--- config.mk ---
export PLATFORM = sky130hd
export DESIGN_NAME = imm_extend_pipe
export DESIGN_NICKNAME = d
export VERILOG_FILES = /design/src/rtl/imm_ext_pkg.sv /design/src/rtl/imm_ext_fifo2.sv /design/src/rtl/imm_extend_pipe.sv
export SDC_FILE = /design/constraint.sdc
export NUM_CORES = 1
export LEC_CHECK = 0
export BUFFER_PORTS_ARGS = -buffer_cell sky130_fd_sc_hd__buf_2
export CORE_MARGIN = 5
export CORE_UTILIZATION = 33
export DETAILED_ROUTE_END_ITERATION = 6
export HOLD_SLACK_MARGIN = 0.05
export PLACE_DENSITY = 0.63
export SETUP_SLACK_MARGIN = 0.3
export SLEW_MARGIN = 20
export SYNTH_ARGS = -nofsm -noshare
export SYNTH_HDL_FRONTEND = slang
export SYNTH_HIERARCHICAL = 1
export SYNTH_SLANG_ARGS = --single-unit
--- constraint.sdc ---
create_clock -name clock_i -period 3.1 [get_ports clock_i]
set_clock_uncertainty 0.1 [all_clocks]
set_input_delay 0.155 -clock clock_i [delete_from_list [all_inputs] [get_ports clock_i]]
set_output_delay 0.155 -clock clock_i [all_outputs]
set_load 0.005 [all_outputs]
--- src/rtl/imm_ext_pkg.sv ---
// Shared definitions for the immediate-extension pipe: mode encodings and the
// width-generic extension function.
package imm_ext_pkg;

    localparam logic [1:0] IMM_MODE_SIGN   = 2'b00;
    localparam logic [1:0] IMM_MODE_ZERO   = 2'b01;
    localparam logic [1:0] IMM_MODE_UPPER  = 2'b10;
    localparam logic [1:0] IMM_MODE_BRANCH = 2'b11;

    // Widest extension the function supports; callers truncate to their own OUT_W.
    localparam int unsigned IMM_MAX_W = 64;

    function automatic logic [IMM_MAX_W-1:0] imm_extend(
        input logic [IMM_MAX_W-1:0] data,
        input logic [1:0]           mode,
        input int unsigned          in_w,
        input int unsigned          out_w,
        input int unsigned          shamt
    );
        logic [IMM_MAX_W-1:0] in_mask;
        logic [IMM_MAX_W-1:0] out_mask;
        logic [IMM_MAX_W-1:0] raw;
        logic [IMM_MAX_W-1:0] top;
        logic [IMM_MAX_W-1:0] sext;
        logic [IMM_MAX_W-1:0] res;

        in_mask  = ~({IMM_MAX_W{1'b1}} << in_w);
        out_mask = ~({IMM_MAX_W{1'b1}} << out_w);
        raw      = data & in_mask;
        top      = raw >> (in_w - 1);
        sext     = top[0] ? (raw | ~in_mask) : raw;

        case (mode)
            IMM_MODE_SIGN:   res = sext;
            IMM_MODE_ZERO:   res = raw;
            IMM_MODE_UPPER:  res = raw << (out_w - in_w);
            IMM_MODE_BRANCH: res = sext << shamt;
            default:         res = '0;
        endcase
        return res & out_mask;
    endfunction

endpackage

--- src/rtl/imm_ext_fifo2.sv ---
// Generic 2-entry valid/ready buffer with synchronous flush. in_ready and
// out_valid are registered copies of the next count so neither depends on out_ready.
module imm_ext_fifo2 #(
    parameter int unsigned DATA_W = 36
) (
    input  logic              clock_i,
    input  logic              reset_i,
    input  logic              flush_i,
    input  logic              in_valid_i,
    output logic              in_ready_o,
    input  logic [DATA_W-1:0] in_data_i,
    output logic              out_valid_o,
    input  logic              out_ready_i,
    output logic [DATA_W-1:0] out_data_o
);

    localparam int unsigned CNT_W = 2;

    logic [DATA_W-1:0] mem_q [2];
    logic [DATA_W-1:0] mem_d [2];
    logic              rptr_q, rptr_d;
    logic              wptr_q, wptr_d;
    logic [CNT_W-1:0]  count_q, count_d;
    logic              ready_q, ready_d;
    logic              valid_q, valid_d;
    logic              push_c;
    logic              pop_c;

    assign push_c = in_valid_i && ready_q && !flush_i;
    assign pop_c  = valid_q && out_ready_i && !flush_i;

    // Next-state: flush overrides both push and pop.
    always_comb begin
        mem_d[0] = mem_q[0];
        mem_d[1] = mem_q[1];
        rptr_d   = rptr_q;
        wptr_d   = wptr_q;
        count_d  = count_q;

        if (flush_i) begin
            rptr_d  = 1'b0;
            wptr_d  = 1'b0;
            count_d = '0;
        end else begin
            if (push_c) begin
                mem_d[wptr_q] = in_data_i;
                wptr_d        = ~wptr_q;
            end
            if (pop_c) begin
                rptr_d = ~rptr_q;
            end
            case ({push_c, pop_c})
                2'b10:   count_d = count_q + CNT_W'(1);
                2'b01:   count_d = count_q - CNT_W'(1);
                default: count_d = count_q;
            endcase
        end

        ready_d = (count_d != CNT_W'(2));
        valid_d = (count_d != CNT_W'(0));
    end

    always_ff @(posedge clock_i or negedge reset_i) begin
        if (!reset_i) begin
            mem_q[0] <= '0;
            mem_q[1] <= '0;
            rptr_q   <= 1'b0;
            wptr_q   <= 1'b0;
            count_q  <= '0;
            ready_q  <= 1'b0;
            valid_q  <= 1'b0;
        end else begin
            mem_q[0] <= mem_d[0];
            mem_q[1] <= mem_d[1];
            rptr_q   <= rptr_d;
            wptr_q   <= wptr_d;
            count_q  <= count_d;
            ready_q  <= ready_d;
            valid_q  <= valid_d;
        end
    end

    assign in_ready_o  = ready_q;
    assign out_valid_o = valid_q;
    assign out_data_o  = mem_q[rptr_q];

endmodule

--- src/rtl/imm_extend_pipe.sv ---
// Pipelined immediate extender: mode mux in front of a 2-entry output buffer.
// Define IMM_EXTEND_PIPE_STATS_EN to add the stat_count/stat_stall counters.
module imm_extend_pipe
    import imm_ext_pkg::*;
#(
    parameter int unsigned IN_W  = 17,
    parameter int unsigned OUT_W = 32,
    parameter int unsigned TAG_W = 4,
    parameter int unsigned SHAMT = 2
) (
    input  logic             clock_i,
    input  logic             reset_i,
`ifdef IMM_EXTEND_PIPE_STATS_EN
    output logic [31:0]      stat_count_o,
    output logic [31:0]      stat_stall_o,
`endif
    input  logic             flush_i,
    input  logic             in_valid_i,
    output logic             in_ready_o,
    input  logic [IN_W-1:0]  in_data_i,
    input  logic [1:0]       in_mode_i,
    input  logic [TAG_W-1:0] in_tag_i,
    output logic             out_valid_o,
    input  logic             out_ready_i,
    output logic [OUT_W-1:0] out_data_o,
    output logic [TAG_W-1:0] out_tag_o
);

    localparam int unsigned DATA_W = OUT_W + TAG_W;

    if ((IN_W < 2) || (IN_W >= OUT_W) || (IN_W + SHAMT > OUT_W) || (OUT_W > IMM_MAX_W)) begin : g_bad_params
        $fatal(1, "imm_extend_pipe: illegal IN_W/OUT_W/SHAMT combination");
    end

    logic [OUT_W-1:0]  ext_c;
    logic [DATA_W-1:0] head_c;

    // Extension is applied before storage so the buffer holds final results.
    assign ext_c = OUT_W'(imm_extend(IMM_MAX_W'(in_data_i), in_mode_i, IN_W, OUT_W, SHAMT));

    imm_ext_fifo2 #(
        .DATA_W(DATA_W)
    ) u_fifo (
        .clock_i    (clock_i),
        .reset_i    (reset_i),
        .flush_i    (flush_i),
        .in_valid_i (in_valid_i),
        .in_ready_o (in_ready_o),
        .in_data_i  ({ext_c, in_tag_i}),
        .out_valid_o(out_valid_o),
        .out_ready_i(out_ready_i),
        .out_data_o (head_c)
    );

    assign out_data_o = head_c[DATA_W-1:TAG_W];
    assign out_tag_o  = head_c[TAG_W-1:0];

`ifdef IMM_EXTEND_PIPE_STATS_EN
    localparam int unsigned STAT_W = 32;

    logic [STAT_W-1:0] stat_count_q, stat_count_d;
    logic [STAT_W-1:0] stat_stall_q, stat_stall_d;

    // Pop count wraps; stall count saturates. Neither is affected by flush.
    always_comb begin
        stat_count_d = stat_count_q;
        stat_stall_d = stat_stall_q;
        if (out_valid_o && out_ready_i && !flush_i) begin
            stat_count_d = stat_count_q + STAT_W'(1);
        end
        if (in_valid_i && !in_ready_o && (stat_stall_q != {STAT_W{1'b1}})) begin
            stat_stall_d = stat_stall_q + STAT_W'(1);
        end
    end

    always_ff @(posedge clock_i or negedge reset_i) begin
        if (!reset_i) begin
            stat_count_q <= '0;
            stat_stall_q <= '0;
        end else begin
            stat_count_q <= stat_count_d;
            stat_stall_q <= stat_stall_d;
        end
    end

    assign stat_count_o = stat_count_q;
    assign stat_stall_o = stat_stall_q;
`endif

endmodule
==> summary.log <==
INFO  sta            finalCriticalPeriod=2.174ns
INFO  critical_path  worst_ep_required_time=2.84ns
INFO  sta            worst_slew_pin_slew=0.9280ns
INFO  global_routing grt_pass1_vias=2735
INFO  synthesis      mapped_avg_cell_area=14.02um^2
INFO  finish         antenna_cells_inserted=0
INFO  pwr            leakage_power=2.163nW
INFO  finish         area_growth=18.46%
INFO  finish         final_layout_size_suffix_gt1_share=55.30%
INFO  synthesis      synth_top_cells_by_area=dfrtp_1, mux2_2, mux2i_1
INFO  clock_network  ctsLongestPathBuffers=2
INFO  run            drv.max_cap_violation_count=0
INFO  critical_path  timing.critical_path.to_type=output port
INFO  synthesis      yosys_warnings=6
INFO  routing        via_per_inst=4.871
INFO  critical_path  cp.arrival=1.92ns
INFO  synthesis      synth.cell_area=3953um^2
INFO  floorplan      count_of_standard_cell_rows=40
INFO  floorplan      core_region_area=11860um^2
INFO  status         status=finished clean
INFO  clock_network  cts_root_buf=clkbuf_16
INFO  routing        drc_errors=0
INFO  floorplan      chip_width=119.4um
INFO  sta            fmaxAchievable=460.0MHz
INFO  floorplan      design.portCount=66
INFO  place          dp_hpwl=5.812mm
INFO  synthesis      number_of_enable_flip_flop_cells_after_synthesis=0
INFO  routing        wl=8.603mm
INFO  clock_network  htree_levels=3
INFO  clock_network  tritoncts_clock_tree=built
INFO  synthesis      post_synth_cell_types=29
INFO  place          dpl.cell_count=476
INFO  floorplan      initial_core_util=33.32%
INFO  clock_network  tritoncts_num_sinks=78
INFO  sta            final-setup-viol-count=0
INFO  sta            rsz0062_at_grt=false
INFO  global_routing wire_length_of_the_first_global_routing_pass=14.46mm
INFO  sta            finalHoldViolations=0
INFO  critical_path  cpMaxStageDelayCell=dfrtp_2
INFO  place          gp_congestion=0.6951
INFO  clock_network  clk_transition_reported_paths=0.05ns
INFO  min_path       hold_path_class=in -> reg
INFO  critical_path  crit_path_start_kind=flip-flop
INFO  finish         finalInstanceArea=4682um^2
INFO  clock_network  clock_insertion_delay_worst_skew=0.33ns
INFO  finish         finish.cell_count_without_fillers=496
INFO  routing        first_iter_violations=46
INFO  global_routing antenna_found_initial=0
INFO  synthesis      yosys.cell_count.top_type=mux2_2
INFO  routing        detail-route-antenna-nets=0
INFO  finish         fin_nets=375
INFO  clock_network  cts_made_buffers=9
INFO  sta            post-route-period-util=70.13%
INFO  sta            slew_limit_fails=0
INFO  floorplan      fp.dieArea=14270um^2
INFO  min_path       worst_hold_startpoint=out_ready_i
INFO  floorplan      die_h=119.4um
INFO  global_routing groute.usage.overall=12.84%
INFO  critical_path  worstReg2RegStart=u_fifo/in_ready_o$_DFF_PN0_
INFO  critical_path  setup.worst_path.class=reg -> out
INFO  routing        drt-wirelength-per-cell=17.34um
INFO  place          placedInstanceArea=4328um^2
INFO  sta            timing.slew.headroom=38.14%
INFO  critical_path  critical_path.cell_chain=mux2_2 -> buf_2
INFO  critical_path  path_max_fanout=37
INFO  global_routing grt_max_degree=79
INFO  sta            tightest_hold_margin=0.07815ns
INFO  global_routing global_route_overflow=0
INFO  synthesis      synth-main-ff-cell=dfrtp_1
INFO  synthesis      synth_top_cells_by_count=mux2_2, dfrtp_1, mux2i_1
INFO  routing        vias=2416
INFO  clock_network  postCtsSetupRepairBufs=0
INFO  synthesis      yosysTopAreaCellShare=49.38%
INFO  routing        detailedRoute.firstPassIterationCount=4
INFO  sta            tns=0ns
INFO  finish         fin_util=39.47%
INFO  place          placement.io_buffers=65
INFO  critical_path  cp-startpoint=u_fifo/rptr_q$_DFFE_PN0P_
INFO  synthesis      gate_count_post_synth=282
INFO  critical_path  critical_path.max_stage_delay=0.95ns
INFO  synthesis      ys_ff_latch=78
INFO  pwr            powerDensity=696.1nW/um^2
INFO  synthesis      postSynth.asyncResetShare=100.0%
INFO  pwr            vdd_ir_drop_max=0.2744mV
INFO  synthesis      synth_top_area_cell=dfrtp_1
INFO  synthesis      sequential_share_of_the_synthesized_area=49.38%
INFO  synthesis      postSynthNetCount=311
timing repair:
item                      4_1_cts  5_1_grt
resized for setup               0        0
hold endpoints to repair       91        0
hold buffers                    6        0
power breakdown:
group	internal, mW	total [mW]	switching (mW)
clock	0.659	1.04	0.376
sequential	1.31	1.45	0.148
combinational	0.474	0.771	0.297
total	2.44	3.26	0.821
critical path, delay by kind of cell, from the launching register on:
family	cells	cell delay (ns)
mux	1	0.45
flops	1	0.95
buf+inv	1	0.14
final cells by class:
class | instances | area (um^2)
Fill cell | 1118 | 7179
Multi-Input combinational cell | 183 | 1846
Clock inverter | 1 | 30.03
Timing Repair Buffer | 72 | 399.1
Sequential cell | 78 | 1953
Inverter | 2 | 10.01
Tap cell | 147 | 183.9
Clock buffer | 13 | 260.3
kinds of logic after synthesis:
family	count (synthesis)	synth area share [%]
adder cells (fa/ha/maj)	1	0.3165
AND/OR/NAND/NOR	20	3.767
multiplexers	124	34.82
buffers and inverters	21	3.925
AO/OA/AOI/OAI	34	6.901
flip-flops	78	49.38
XOR/XNOR	4	0.8865
stage by stage:
step / setup slack (ns) / total power [mW]
after global routing: 0.8311 / 3.464
after detailed placement: 1.059 / 2.253
after floorplan: 1.198 / 1.959
after CTS: 0.8964 / 3.321
after global placement: 1.169 / 2.210
final: 0.9259 / 3.259
cells in the final DEF (no fill, tap or decap), types with 5 or more instances in the layout:
cell	synthesis	layout
mux2_2	104	104
dfrtp_1	78	77
buf_2	11	64
mux2i_1	16	16
a22o_1	13	13
o21bai_1	11	11
clkbuf_16	0	9
dlygate4sd3_1	0	6
nor2_1	5	5
nor2b_1	5	5
flip-flops by register name, indices dropped and copies added (netlist names):
| signal | count |
|---|---|
| u_fifo/mem_q | 72 |
| u_fifo/in_ready_o | 1 |
| u_fifo/out_valid_o | 1 |
| u_fifo/wptr_q | 1 |
| u_fifo/count_q | 2 |
| u_fifo/rptr_q | 1 |
layer usage:
metal / vias to the layer above / global-route usage [%] / wire length [um]
met5: - / 0 / 0
met4: 0 / 5.154 / 149
met3: 13 / 2.517 / 254
met2: 37 / 20.83 / 4250
met1: 1213 / 16.84 / 3948
li1: 1153 / - / -
worst paths after layout:
path,end,slack [ns],cells after the start
max in group asynchronous,u_fifo/rptr_q$_DFFE_PN0P_,2.05,2
hold / removal,u_fifo/rptr_q$_DFFE_PN0P_,0.08,4
setup / recovery,out_data_o[27],0.93,2
setup reg to reg,u_fifo/in_ready_o$_DFF_PN0_,1.02,6
hold reg to reg,u_fifo/mem_q[51]$_DFFE_PN0P_,0.38,1
min in group asynchronous,u_fifo/mem_q[15]$_DFFE_PN0P_,0.32,2
No activity file was read; power rests on OpenSTA's default activity.
